## config.mk

```make
export PLATFORM = sky130hd
export DESIGN_NAME = div_seq
export DESIGN_NICKNAME = d
export VERILOG_FILES = /design/src/rtl/ace_arith_pkg.sv /design/src/rtl/div_step.sv /design/src/rtl/div_seq.sv
export SDC_FILE = /design/constraint.sdc
export NUM_CORES = 1
export LEC_CHECK = 0
export CORE_UTILIZATION = 52
export CTS_CLUSTER_DIAMETER = 30
export DETAILED_ROUTE_END_ITERATION = 6
export GPL_TIMING_DRIVEN = 1
export PLACE_DENSITY = 0.81
export SETUP_SLACK_MARGIN = 0.02
export SLEW_MARGIN = 15
export SYNTH_ARGS = -nofsm -noshare
export SYNTH_HDL_FRONTEND = slang
export SYNTH_SLANG_ARGS = --single-unit
```

## constraint.sdc

```tcl
create_clock -name clk -period 4.35 [get_ports clk]
set_input_delay 0.6525 -clock clk [delete_from_list [all_inputs] [get_ports clk]]
set_output_delay 0.6525 -clock clk [all_outputs]
set_load 0.02 [all_outputs]
```

## src/rtl/ace_arith_pkg.sv

```systemverilog
// Shared arithmetic-unit types and constants for the sequential divider.
package ace_arith_pkg;

  typedef enum logic [1:0] {
    IDLE = 2'd0,
    CALC = 2'd1,
    DONE = 2'd2
  } div_state_e;

  localparam int DIV_WIDTH = 8;
  localparam int DIV_CNT_W = $clog2(DIV_WIDTH);

  // Wide enough for any WIDTH; users slice [WIDTH-1:0].
  localparam logic [63:0] DIV_ZERO_QUOTIENT = '1;

  // Step-counter width for an arbitrary WIDTH (never zero bits).
  function automatic int cnt_width(input int w);
    return (w > 1) ? $clog2(w) : 1;
  endfunction

endpackage

```

## src/rtl/div_step.sv

```systemverilog
// One restoring-division step: shift in the next dividend bit, trial-subtract
// the divisor, keep the difference only when it does not go negative.
module div_step #(
  parameter int WIDTH = 8
) (
  input  logic [WIDTH:0]   p,
  input  logic             shreg_msb,
  input  logic [WIDTH-1:0] divisor,
  output logic [WIDTH:0]   p_next,
  output logic             q_bit
);

  logic [WIDTH:0] p_shift;
  logic [WIDTH:0] dvsr_ext;

  always_comb begin
    p_shift  = (p << 1) | {{WIDTH{1'b0}}, shreg_msb};
    dvsr_ext = {1'b0, divisor};
    // No borrow from P' - divisor is the same as P' >= divisor.
    q_bit    = (p_shift >= dvsr_ext);
    p_next   = q_bit ? (p_shift - dvsr_ext) : p_shift;
  end

endmodule

```

## src/rtl/div_seq.sv

```systemverilog
// Multi-cycle restoring divider with start/done handshake, one bit per clock.
// Define DIV_SIGNED_EN to add the signed_mode input (truncating signed divide).
//
// state | meaning
// IDLE  | ready; results held; start accepted here only
// CALC  | one shift / trial-subtract step per edge, WIDTH steps
// DONE  | done pulse for one cycle, then back to IDLE
module div_seq
  import ace_arith_pkg::*;
#(
  parameter int WIDTH = 8
) (
  input  logic             clk,
  input  logic             rst_n,
  input  logic             start,
  input  logic [WIDTH-1:0] dividend,
  input  logic [WIDTH-1:0] divisor,
`ifdef DIV_SIGNED_EN
  input  logic             signed_mode,
`endif
  output logic             ready,
  output logic             busy,
  output logic             done,
  output logic [WIDTH-1:0] quotient,
  output logic [WIDTH-1:0] remainder,
  output logic             div_by_zero
);

  localparam int CW = cnt_width(WIDTH);

  div_state_e       state;
  logic [WIDTH-1:0] shreg;
  logic [WIDTH-1:0] dvsr;
  logic [WIDTH:0]   p_reg;
  logic [WIDTH:0]   p_next;
  logic [CW-1:0]    cnt;
  logic             q_bit;
  logic [WIDTH-1:0] a_mag;
  logic [WIDTH-1:0] b_mag;
  logic [WIDTH-1:0] q_raw;
  logic [WIDTH-1:0] r_raw;
  logic [WIDTH-1:0] q_final;
  logic [WIDTH-1:0] r_final;
  logic             neg_q;
  logic             neg_r;

`ifdef DIV_SIGNED_EN
  always_comb begin
    a_mag = (signed_mode && dividend[WIDTH-1]) ? -dividend : dividend;
    b_mag = (signed_mode && divisor[WIDTH-1])  ? -divisor  : divisor;
  end

  always_ff @(posedge clk or negedge rst_n) begin
    if (!rst_n) begin
      neg_q <= 1'b0;
      neg_r <= 1'b0;
    end else if (state == IDLE && start) begin
      neg_q <= signed_mode & (dividend[WIDTH-1] ^ divisor[WIDTH-1]);
      neg_r <= signed_mode & dividend[WIDTH-1];
    end
  end
`else
  assign a_mag = dividend;
  assign b_mag = divisor;
  assign neg_q = 1'b0;
  assign neg_r = 1'b0;
`endif

  div_step #(.WIDTH(WIDTH)) u_step (
    .p         (p_reg),
    .shreg_msb (shreg[WIDTH-1]),
    .divisor   (dvsr),
    .p_next    (p_next),
    .q_bit     (q_bit)
  );

  // Final-edge results, including the last step's bit and the sign fix-up.
  always_comb begin
    q_raw   = {shreg[WIDTH-2:0], q_bit};
    r_raw   = p_next[WIDTH-1:0];
    q_final = neg_q ? -q_raw : q_raw;
    r_final = neg_r ? -r_raw : r_raw;
  end

  always_ff @(posedge clk or negedge rst_n) begin
    if (!rst_n) begin
      state       <= IDLE;
      ready       <= 1'b1;
      busy        <= 1'b0;
      done        <= 1'b0;
      quotient    <= '0;
      remainder   <= '0;
      div_by_zero <= 1'b0;
      cnt         <= '0;
      shreg       <= '0;
      dvsr        <= '0;
      p_reg       <= '0;
    end else begin
      case (state)
        IDLE: begin
          if (start) begin
            shreg <= a_mag;
            dvsr  <= b_mag;
            p_reg <= '0;
            cnt   <= '0;
            ready <= 1'b0;
            busy  <= 1'b1;
            if (divisor == '0) begin
              state       <= DONE;
              done        <= 1'b1;
              quotient    <= DIV_ZERO_QUOTIENT[WIDTH-1:0];
              remainder   <= dividend;
              div_by_zero <= 1'b1;
            end else begin
              state <= CALC;
            end
          end
        end
        CALC: begin
          p_reg <= p_next;
          shreg <= {shreg[WIDTH-2:0], q_bit};
          cnt   <= cnt + CW'(1);
          if (cnt == CW'(WIDTH - 1)) begin
            state       <= DONE;
            done        <= 1'b1;
            quotient    <= q_final;
            remainder   <= r_final;
            div_by_zero <= 1'b0;
          end
        end
        DONE: begin
          state <= IDLE;
          done  <= 1'b0;
          busy  <= 1'b0;
          ready <= 1'b1;
        end
        default: begin
          state <= IDLE;
          done  <= 1'b0;
          busy  <= 1'b0;
          ready <= 1'b1;
        end
      endcase
    end
  end

endmodule

```

==> results of run 1 <==
==> critical path, cell delays in order, from the launching register on <==
cell and delay (ps):
dfrtp_1 420, ha_1 360, and3_1 190, o21ai_1 90, nand3_2 160, a211oi_4 460, mux2_2 410, a221oi_2 250
==> cell usage after synthesis (2+ instances only) <==
cell / number / area share (%)
dfrtp_1: 48 / 49
nand2_1: 41 / 6.2
nor2_1: 25 / 3.8
o21ai_0: 16 / 3.2
a31oi_1: 11 / 2.8
inv_1: 11 / 1.7
ha_1: 10 / 5.1
nand3_1: 10 / 2.0
a21oi_1: 8 / 1.6
clkbuf_1: 7 / 1.1
o22a_1: 7 / 2.5
mux2i_1: 4 / 1.6
nand2b_1: 4 / 1.0
o22ai_1: 4 / 1.0
buf_2: 3 / 0.61
o21ai_1: 3 / 0.61
or2_2: 3 / 0.76
a211o_1: 2 / 0.71
a21o_1: 2 / 0.61
a22oi_1: 2 / 0.61
nor2b_1: 2 / 0.51
o21a_1: 2 / 0.61
or3_1: 2 / 0.51
or4_4: 2 / 0.91
xnor2_1: 2 / 0.71
xor2_1: 2 / 0.71
==> placed cells by master (no fill, tap or decap), types with 5 or more instances in the layout <==
cell type / count
inv_1: 11
a31oi_1: 11
dfrtp_1: 48
a21oi_1: 8
o21ai_0: 16
nand3_1: 10
o22a_1: 7
nand2_1: 41
nor2_1: 25
clkdlybuf4s50_1: 37
clkbuf_8: 5
ha_1: 10
==> final cells by class <==
cell class	instances	share of cell area [%]
Clock buffer	6	2.44
Clock inverter	2	0.462
Inverter	11	1.39
Multi-Input combinational cell	183	38.3
Sequential cell	49	41.2
Tap cell	52	2.18
Timing Repair Buffer	42	14.0
==> routing by layer <==
layer	global-route usage, %	vias to the layer above
li1	-	964
met1	33.7	984
met2	40.5	53
met3	4.42	6
met4	7.78	0
met5	0	-
==> per-stage QoR <==
stage	power (mW)	setup slack (ps)	instances	hold slack [ps]
5_1_grt	2.85	1800	345	303
6_report	2.63	1920	345	290
4_1_cts	2.63	1940	344	497
3_3_place_gp	2.30	1770	336	476
2_1_floorplan	1.90	2160	254	357
3_5_place_dp	2.35	1710	336	476
==> path summary, 6_finish.rpt <==
| path | start | to | slack [ps] | cells after the start |
|---|---|---|---|---|
| max reg2reg | p_reg[2] | remainder[0] | 1920 | 7 |
| min in group clk | quotient[1] | quotient[1] | 490 | 1 |
| max in group asynchronous | rst_n | ready | 3480 | 2 |
| max | p_reg[2] | remainder[0] | 1920 | 7 |
| min | rst_n | p_reg[6] | 290 | 1 |
| min reg2reg | quotient[1] | quotient[1] | 490 | 1 |
==> cell families (layout without fill, tap and decap cells) <==
kind of cell,count (synthesis),count (layout),synth area share [%]
AND/OR/NAND/NOR,100,100,19.7
AO/OA/AOI/OAI,62,62,16.7
flip-flops,49,49,49.8
buffers and inverters,22,61,3.96
adder cells (fa/ha/maj),11,11,5.89
multiplexers,6,6,2.54
XOR/XNOR,4,4,1.42
==> report_power, final <==
group | leakage [nW] | switching (mW) | total, mW | internal (mW)
combinational | 0.699 | 0.880 | 1.53 | 0.646
sequential | 0.564 | 0.150 | 0.834 | 0.685
clock | 0.0456 | 0.152 | 0.267 | 0.115
==> results.json, run 1 <==
{
  "status": "finished, violations left",
  "violations": "design-rule violations",
  "min_path_type": "primary input to asynchronous set/reset pin",
  "slew-limit-headroom_pct": 33.3,
  "dp_hpwl_um": 3930,
  "grt_pass1_wl_um": 9580,
  "htree_levels": 2,
  "critPathMaxFanout": 7,
  "start_kind": "flop",
  "crit_required_ps": 4570,
  "pin_count": 39,
  "cts_resized": 0,
  "crit_path_end_kind": "flop",
  "ys_seq_elements": 49,
  "power.density_mw_per_mm2": 882,
  "setup_viol": 0,
  "synth_edf_count": 0,
  "diodes": 0,
  "avgSynthCellArea_sq_um": 9.70,
  "drt-wirelength-per-cell_um": 16.2,
  "die_y_um": 70.9,
  "routed_wl_um": 5570,
  "multi_input_area_sq_mm": 0.00114,
  "crit_type": "flop to flop",
  "design_area_sq_mm": 0.00298,
  "row_count": 24,
  "clockRootBuffer": "clkbuf_8",
  "cts_hold_buf": 0,
  "hold_viol": 0,
  "grt_pass1_vias": 2026,
  "route.vias.total": 2007,
  "met3WireLength_um": 229,
  "syn_inst": 254,
  "wl_met1_um": 2510,
  "drc_errors": 8,
  "finalSetupTns_ps": 0,
  "place.gp.congestion": 0.813,
  "synthArstFlopShare_pct": 100,
  "yosysWarnings": 0,
  "antenna_found_initial": 0,
  "slew_violations": 0,
  "start_util_pct": 55.5,
  "synthToLayoutAreaGrowth_pct": 20.8,
  "die_w_um": 70.9,
  "final_nets": 322,
  "clk_transition_reported_paths_ps": 90,
  "clk_latency_ps": 300,
  "postLayoutCoreUtil_pct": 67.0,
  "fmax_mhz": 411,
  "grt_max_degree": 50,
  "crit_arrival_ps": 2650,
  "ir_worst_vdd_mv": 0.416,
  "drtAntennaViolNets": 0,
  "drt_pass1_iterations": 6,
  "cts_sinks": 49,
  "yosysSeqAreaShare_pct": 49.8,
  "fillers": 383,
  "cts_setup_buffers": 0,
  "synth_cell_type_count": 47,
  "post-route-period-util_pct": 55.9,
  "synth_flop_cell": "dfrtp_1",
  "place_area_sq_mm": 0.00287,
  "layout-drive-gt1-share_pct": 9.22,
  "drt-initial-drc-count": 151,
  "portBuffers": 38,
  "numCtsBuffers": 5,
  "synth_area_sq_mm": 0.00246,
  "die-area_sq_mm": 0.00502,
  "vias_per_cell": 5.82,
  "seq_area_sq_mm": 0.00123,
  "clock_skew_ps": 5.30,
  "leakage_nw": 1.31,
  "rsz0062_at_grt": "false",
  "timing.final.crit_period_ps": 2430,
  "grt_use_total_pct": 24.7,
  "cts_tree": "done",
  "coreArea_sq_mm": 0.00444,
  "worst_pin_slew_ps": 1000,
  "wl_met2_um": 2770,
  "drv_cap": 0,
  "highest_layer": "met4",
  "synth_fp_nets": 284,
  "clock_path_buffers": 2,
  "overflow": 0
}
(Power assumes the default switching activity.)
==> run 2: changes to the inputs <==
Settings changed: CORE_UTILIZATION 52 to 48, PLACE_DENSITY 0.81 to 0.78.
Clock period 4.35 ns to 1.95 ns, I/O delays scaled along.
==> run 2 against run 1 <==
- the flow finishes with violations (negative setup slack)
- register-to-register slack got worse by 2200 ps
- sequential cell count unchanged
- die area up 8.1%
==> results.json, run 2 (same netlist as run 1, synthesis figures left out) <==
{
  "critPathMaxFanout": 3,
  "routed_wl_um": 7770,
  "fin_hold_ws_ps": 493,
  "clk_latency_ps": 320,
  "drc_errors": 0,
  "final_nets": 376,
  "leakage_nw": 1.61,
  "crit_chain": "ha_4 -> fa_2 -> nand2b_4 -> a21oi_2 -> nor2_1 -> or3_1 -> mux2_4 -> a31oi_4",
  "crit_path_end_kind": "flop",
  "grt_pass1_vias": 2377,
  "cp_slowest_cell": "dfrtp_1",
  "final_common_cell": "buf_4",
  "worst_pin_slew_ps": 836,
  "place.gp.congestion": 0.900,
  "grt_pass1_wl_um": 11500,
  "route.vias.total": 2395,
  "synthToLayoutAreaGrowth_pct": 49.9,
  "drt_pass1_iterations": 5,
  "slew-limit-headroom_pct": 44.0,
  "clockRootBuffer": "clkbuf_8",
  "drtAntennaViolNets": 0,
  "layout-drive-gt1-share_pct": 33.2,
  "cts_sinks": 49,
  "die-area_sq_mm": 0.00543,
  "coreArea_sq_mm": 0.00482,
  "fmax_mhz": 440,
  "pin_count": 39,
  "finalPower_mw": 8.39,
  "drt-initial-drc-count": 228,
  "antenna_found_initial": 0,
  "crit_type": "flop to flop",
  "post-route-period-util_pct": 117,
  "grt_use_total_pct": 28.8,
  "diodes": 0,
  "drv_cap": 0,
  "min_path_type": "primary input to asynchronous set/reset pin",
  "power.density_mw_per_mm2": 2270,
  "clk_transition_reported_paths_ps": 90,
  "row_count": 25,
  "setup_viol": 17,
  "dp_hpwl_um": 4620,
  "grt_max_degree": 29,
  "clock_skew_ps": 6.96,
  "ir_worst_vdd_mv": 1.24,
  "drt-wirelength-per-cell_um": 18.8,
  "numCtsBuffers": 5,
  "rsz0062_at_grt": "true",
  "hold_viol": 0,
  "slowest_delay_ps": 430,
  "timing.final.crit_period_ps": 2280,
  "violations": "negative setup slack",
  "die_w_um": 73.7,
  "start_util_pct": 51.2,
  "finalSetupTns_ps": -3240,
  "postLayoutCoreUtil_pct": 76.7,
  "overflow": 0,
  "finalWorstSetupSlack_ps": -325,
  "htree_levels": 2,
  "clock_path_buffers": 2,
  "vias_per_cell": 5.80,
  "crit_required_ps": 2190,
  "cts_tree": "done",
  "mostFrequentLayoutCells": "buf_4, dfrtp_1, nand2_1, clkdlybuf4s50_1, nor2_1",
  "crit_arrival_ps": 2520,
  "status": "finished, violations left",
  "die_y_um": 73.7,
  "slew_violations": 0,
  "start_kind": "flop",
  "portBuffers": 38
}
-- run 2: layer usage --
metal | up-vias | track usage, % | part of all wire (%)
li1 | 1067 | - | -
met1 | 1166 | 37.4 | 42
met2 | 130 | 45.5 | 48
met3 | 32 | 5.62 | 5.8
met4 | 0 | 15.6 | 4.2
met5 | - | 0 | 0
-- run 2: through the flow --
stage	area, sq um	setup WS (ps)	cells
after global placement	3230	-230	391
after global routing	3700	-362	413
after detailed placement	3230	-266	391
after floorplan	2490	-144	254
after CTS	3560	-159	408
final	3700	-325	413
-- run 2: path summary, 6_finish.rpt --
kind / startpoint / to / slack (ps) / depth (start not counted)
min: rst_n / shreg[2] / 490 / 2
max: dvsr[0] / remainder[4] / -330 / 8
min in group clk: quotient[5] / quotient[5] / 500 / 1
min reg2reg: quotient[5] / quotient[5] / 500 / 1
max in group asynchronous: rst_n / p_reg[5] / 900 / 3
max reg2reg: dvsr[0] / remainder[4] / -330 / 8
-- run 2: area by class of cell --
class / instances / area [sq um]
flip-flops and latches: 49 / 1230
clock buffers: 6 / 82.6
repair buffers: 96 / 852
clock inverters: 1 / 7.51
inverters: 11 / 41.3
fillers: 331 / 1120
multi-input cells: 183 / 1400
well taps: 67 / 83.8
-- run 2: timing repair --
action | CTS | global route
gates resized for setup | 34 | 17
endpoints found under the hold margin | 20 | 0
pin swaps | 14 | 16
hold buffers | 1 | 0
setup endpoints to repair | 17 | 18
setup buffers | 9 | 7
-- run 2: power breakdown --
| part | internal, mW | switching (mW) | total, mW |
|---|---|---|---|
| clock | 0.282 | 0.367 | 0.648 |
| sequential | 1.53 | 0.375 | 1.90 |
| combinational | 2.89 | 2.95 | 5.84 |
| total | 4.70 | 3.69 | 8.39 |
-- run 2: critical path: cells and delay by family, from the launching register on --
kind	cells	cell delay, ps
adder cells (fa/ha/maj)	2	610
AND/OR/NAND/NOR	3	560
flip-flops	1	430
multiplexers	1	320
AO/OA/AOI/OAI	2	300
==> run 3: changes to the inputs <==
Settings changed: ABC_AREA from default to 0, CORE_UTILIZATION 48 to 52, DONT_BUFFER_PORTS from default to 1, PLACE_DENSITY 0.78 to 0.73.
==> run 3 against run 2 <==
- the flow still finishes with violations (negative setup slack)
- cell area down 13%
- critical path depth grew 1
- die area fell by 7.5%
- worst hold slack got worse by 400 ps
==> results.json, run 3 (same netlist as run 1, synthesis figures left out) <==
{
  "status": "finished, violations left",
  "violations": "negative setup slack",
  "diodes": 0,
  "worst_pin_slew_ps": 442,
  "path_buf_inv": 3,
  "crit_required_ps": 2160,
  "final_common_cell": "dfrtp_1",
  "cts_sinks": 49,
  "slew-limit-headroom_pct": 70.5,
  "htree_levels": 2,
  "die-area_sq_mm": 0.00502,
  "vias_per_cell": 6.21,
  "crit_type": "flop to flop",
  "min_path_type": "primary input to flop",
  "overflow": 0,
  "cpMostUsedCell": "buf_6",
  "pin_count": 39,
  "routed_wl_um": 6910,
  "timing.final.crit_period_ps": 2170,
  "slowest_delay_ps": 390,
  "final_nets": 324,
  "start_util_pct": 55.5,
  "fmax_mhz": 460,
  "crit_path_end_kind": "flop",
  "die_w_um": 70.9,
  "grt_max_degree": 50,
  "coreArea_sq_mm": 0.00444,
  "clockRootBuffer": "clkbuf_8",
  "design_area_sq_mm": 0.00323,
  "finalNonFillerCells": 347,
  "cp_slowest_cell": "dfrtp_1",
  "drtAntennaViolNets": 0,
  "dp_hpwl_um": 4150,
  "clk_transition_reported_paths_ps": 100,
  "grt_pass1_wl_um": 10300,
  "start_kind": "flop",
  "place_area_sq_mm": 0.00275,
  "post-route-period-util_pct": 112,
  "place.gp.congestion": 0.849,
  "drt-wirelength-per-cell_um": 19.9,
  "row_count": 24,
  "cts_tree": "done",
  "grt_use_total_pct": 27.4,
  "drt-initial-drc-count": 190,
  "portBuffers": 0,
  "finalWorstSetupSlack_ps": -225,
  "clock_skew_ps": 10.2,
  "die_y_um": 70.9,
  "rsz0062_at_grt": "true",
  "fillers": 294,
  "seq_area_sq_mm": 0.00123,
  "setup_viol": 17,
  "drc_errors": 0,
  "numCtsBuffers": 5,
  "layout-drive-gt1-share_pct": 36.3,
  "synthToLayoutAreaGrowth_pct": 30.9,
  "grt_pass1_vias": 2039,
  "critPathTopFamily": "compound AO/OA/AOI/OAI gates",
  "dpl.cell_count": 328,
  "mostFrequentLayoutCells": "dfrtp_1, nand2_1, buf_4, nor2_1, o21ai_0",
  "slew_violations": 0,
  "antenna_found_initial": 0,
  "clock_path_buffers": 2,
  "drt_pass1_iterations": 6,
  "crit_chain": "inv_2 -> ha_4 -> a21o_1 -> a211o_1 -> a211oi_4 -> buf_6 -> buf_6 -> mux2i_4 -> a31oi_1",
  "drv_cap": 0,
  "hold_viol": 0,
  "critPathMaxFanout": 3,
  "clk_latency_ps": 320,
  "crit_arrival_ps": 2380,
  "route.vias.total": 2155,
  "multi_input_area_sq_mm": 0.00142,
  "fin_hold_ws_ps": 89.2
}
[run 3: cell count changes in the layout (fill, tap and decap cells not counted), sizes merged]
cell and delta:
buf -15, clkdlybuf4s50 -37, clkinv +3, clkinvlp -1, clkbuf -1
[run 3: stage by stage]
step	setup WS, ps	TNS (ps)	utilization [%]
CTS	-149	-1470	68.0
floorplan	-144	-256	-
finish	-225	-2410	72.6
detailed placement	-206	-1930	61.9
global route	-303	-3620	72.6
global placement	-184	-1450	61.9
[run 3: area by class of cell]
cell class | instances | share of cell area [%]
multi-input combinational | 183 | 44.0
sequential | 49 | 38.0
clock buffer | 5 | 2.13
clock inverter | 3 | 0.698
timing repair buffer | 44 | 11.9
tap | 52 | 2.02
inverter | 11 | 1.28
[run 3: worst reg2reg max path: cells and delay by family, from the launching register on]
kind            cells  cell delay [ps]
buf+inv             3              340
mux                 1              220
flops               1              390
fa+ha+maj           1              210
compound gates      4              910
[run 3: routing by layer]
layer  up-vias  GRT usage, %  routed length, um
met5         -             0                  0
met2        99          42.0               3410
li1        974             -                  -
met1      1062          37.2               2730
met4         0          7.56                189
met3        20          9.83                578
[run 3: worst paths after layout]
kind	cells past startpoint	to	slack [ps]	startpoint
setup reg to reg	9	remainder[1]	-220	dvsr[6]
min in group asynchronous	2	shreg[0]	530	rst_n
hold reg to reg	1	cnt[0]	530	cnt[0]
setup / recovery	9	remainder[1]	-220	dvsr[6]
hold / removal	2	dvsr[4]	90	divisor[4]
max in group asynchronous	2	ready	1160	rst_n
[run 3: what timing repair did]
item	4_1_cts	5_1_grt
hold buffers	2	0
endpoints found under the hold margin	49	0
resized for setup	23	35
endpoints found under the setup margin	17	20
pin swaps	15	11
buffers inserted	3	8
Power of run 3 is not shown: default switching activity piles up to over one toggle a cycle in this logic, so the estimate is an artifact.
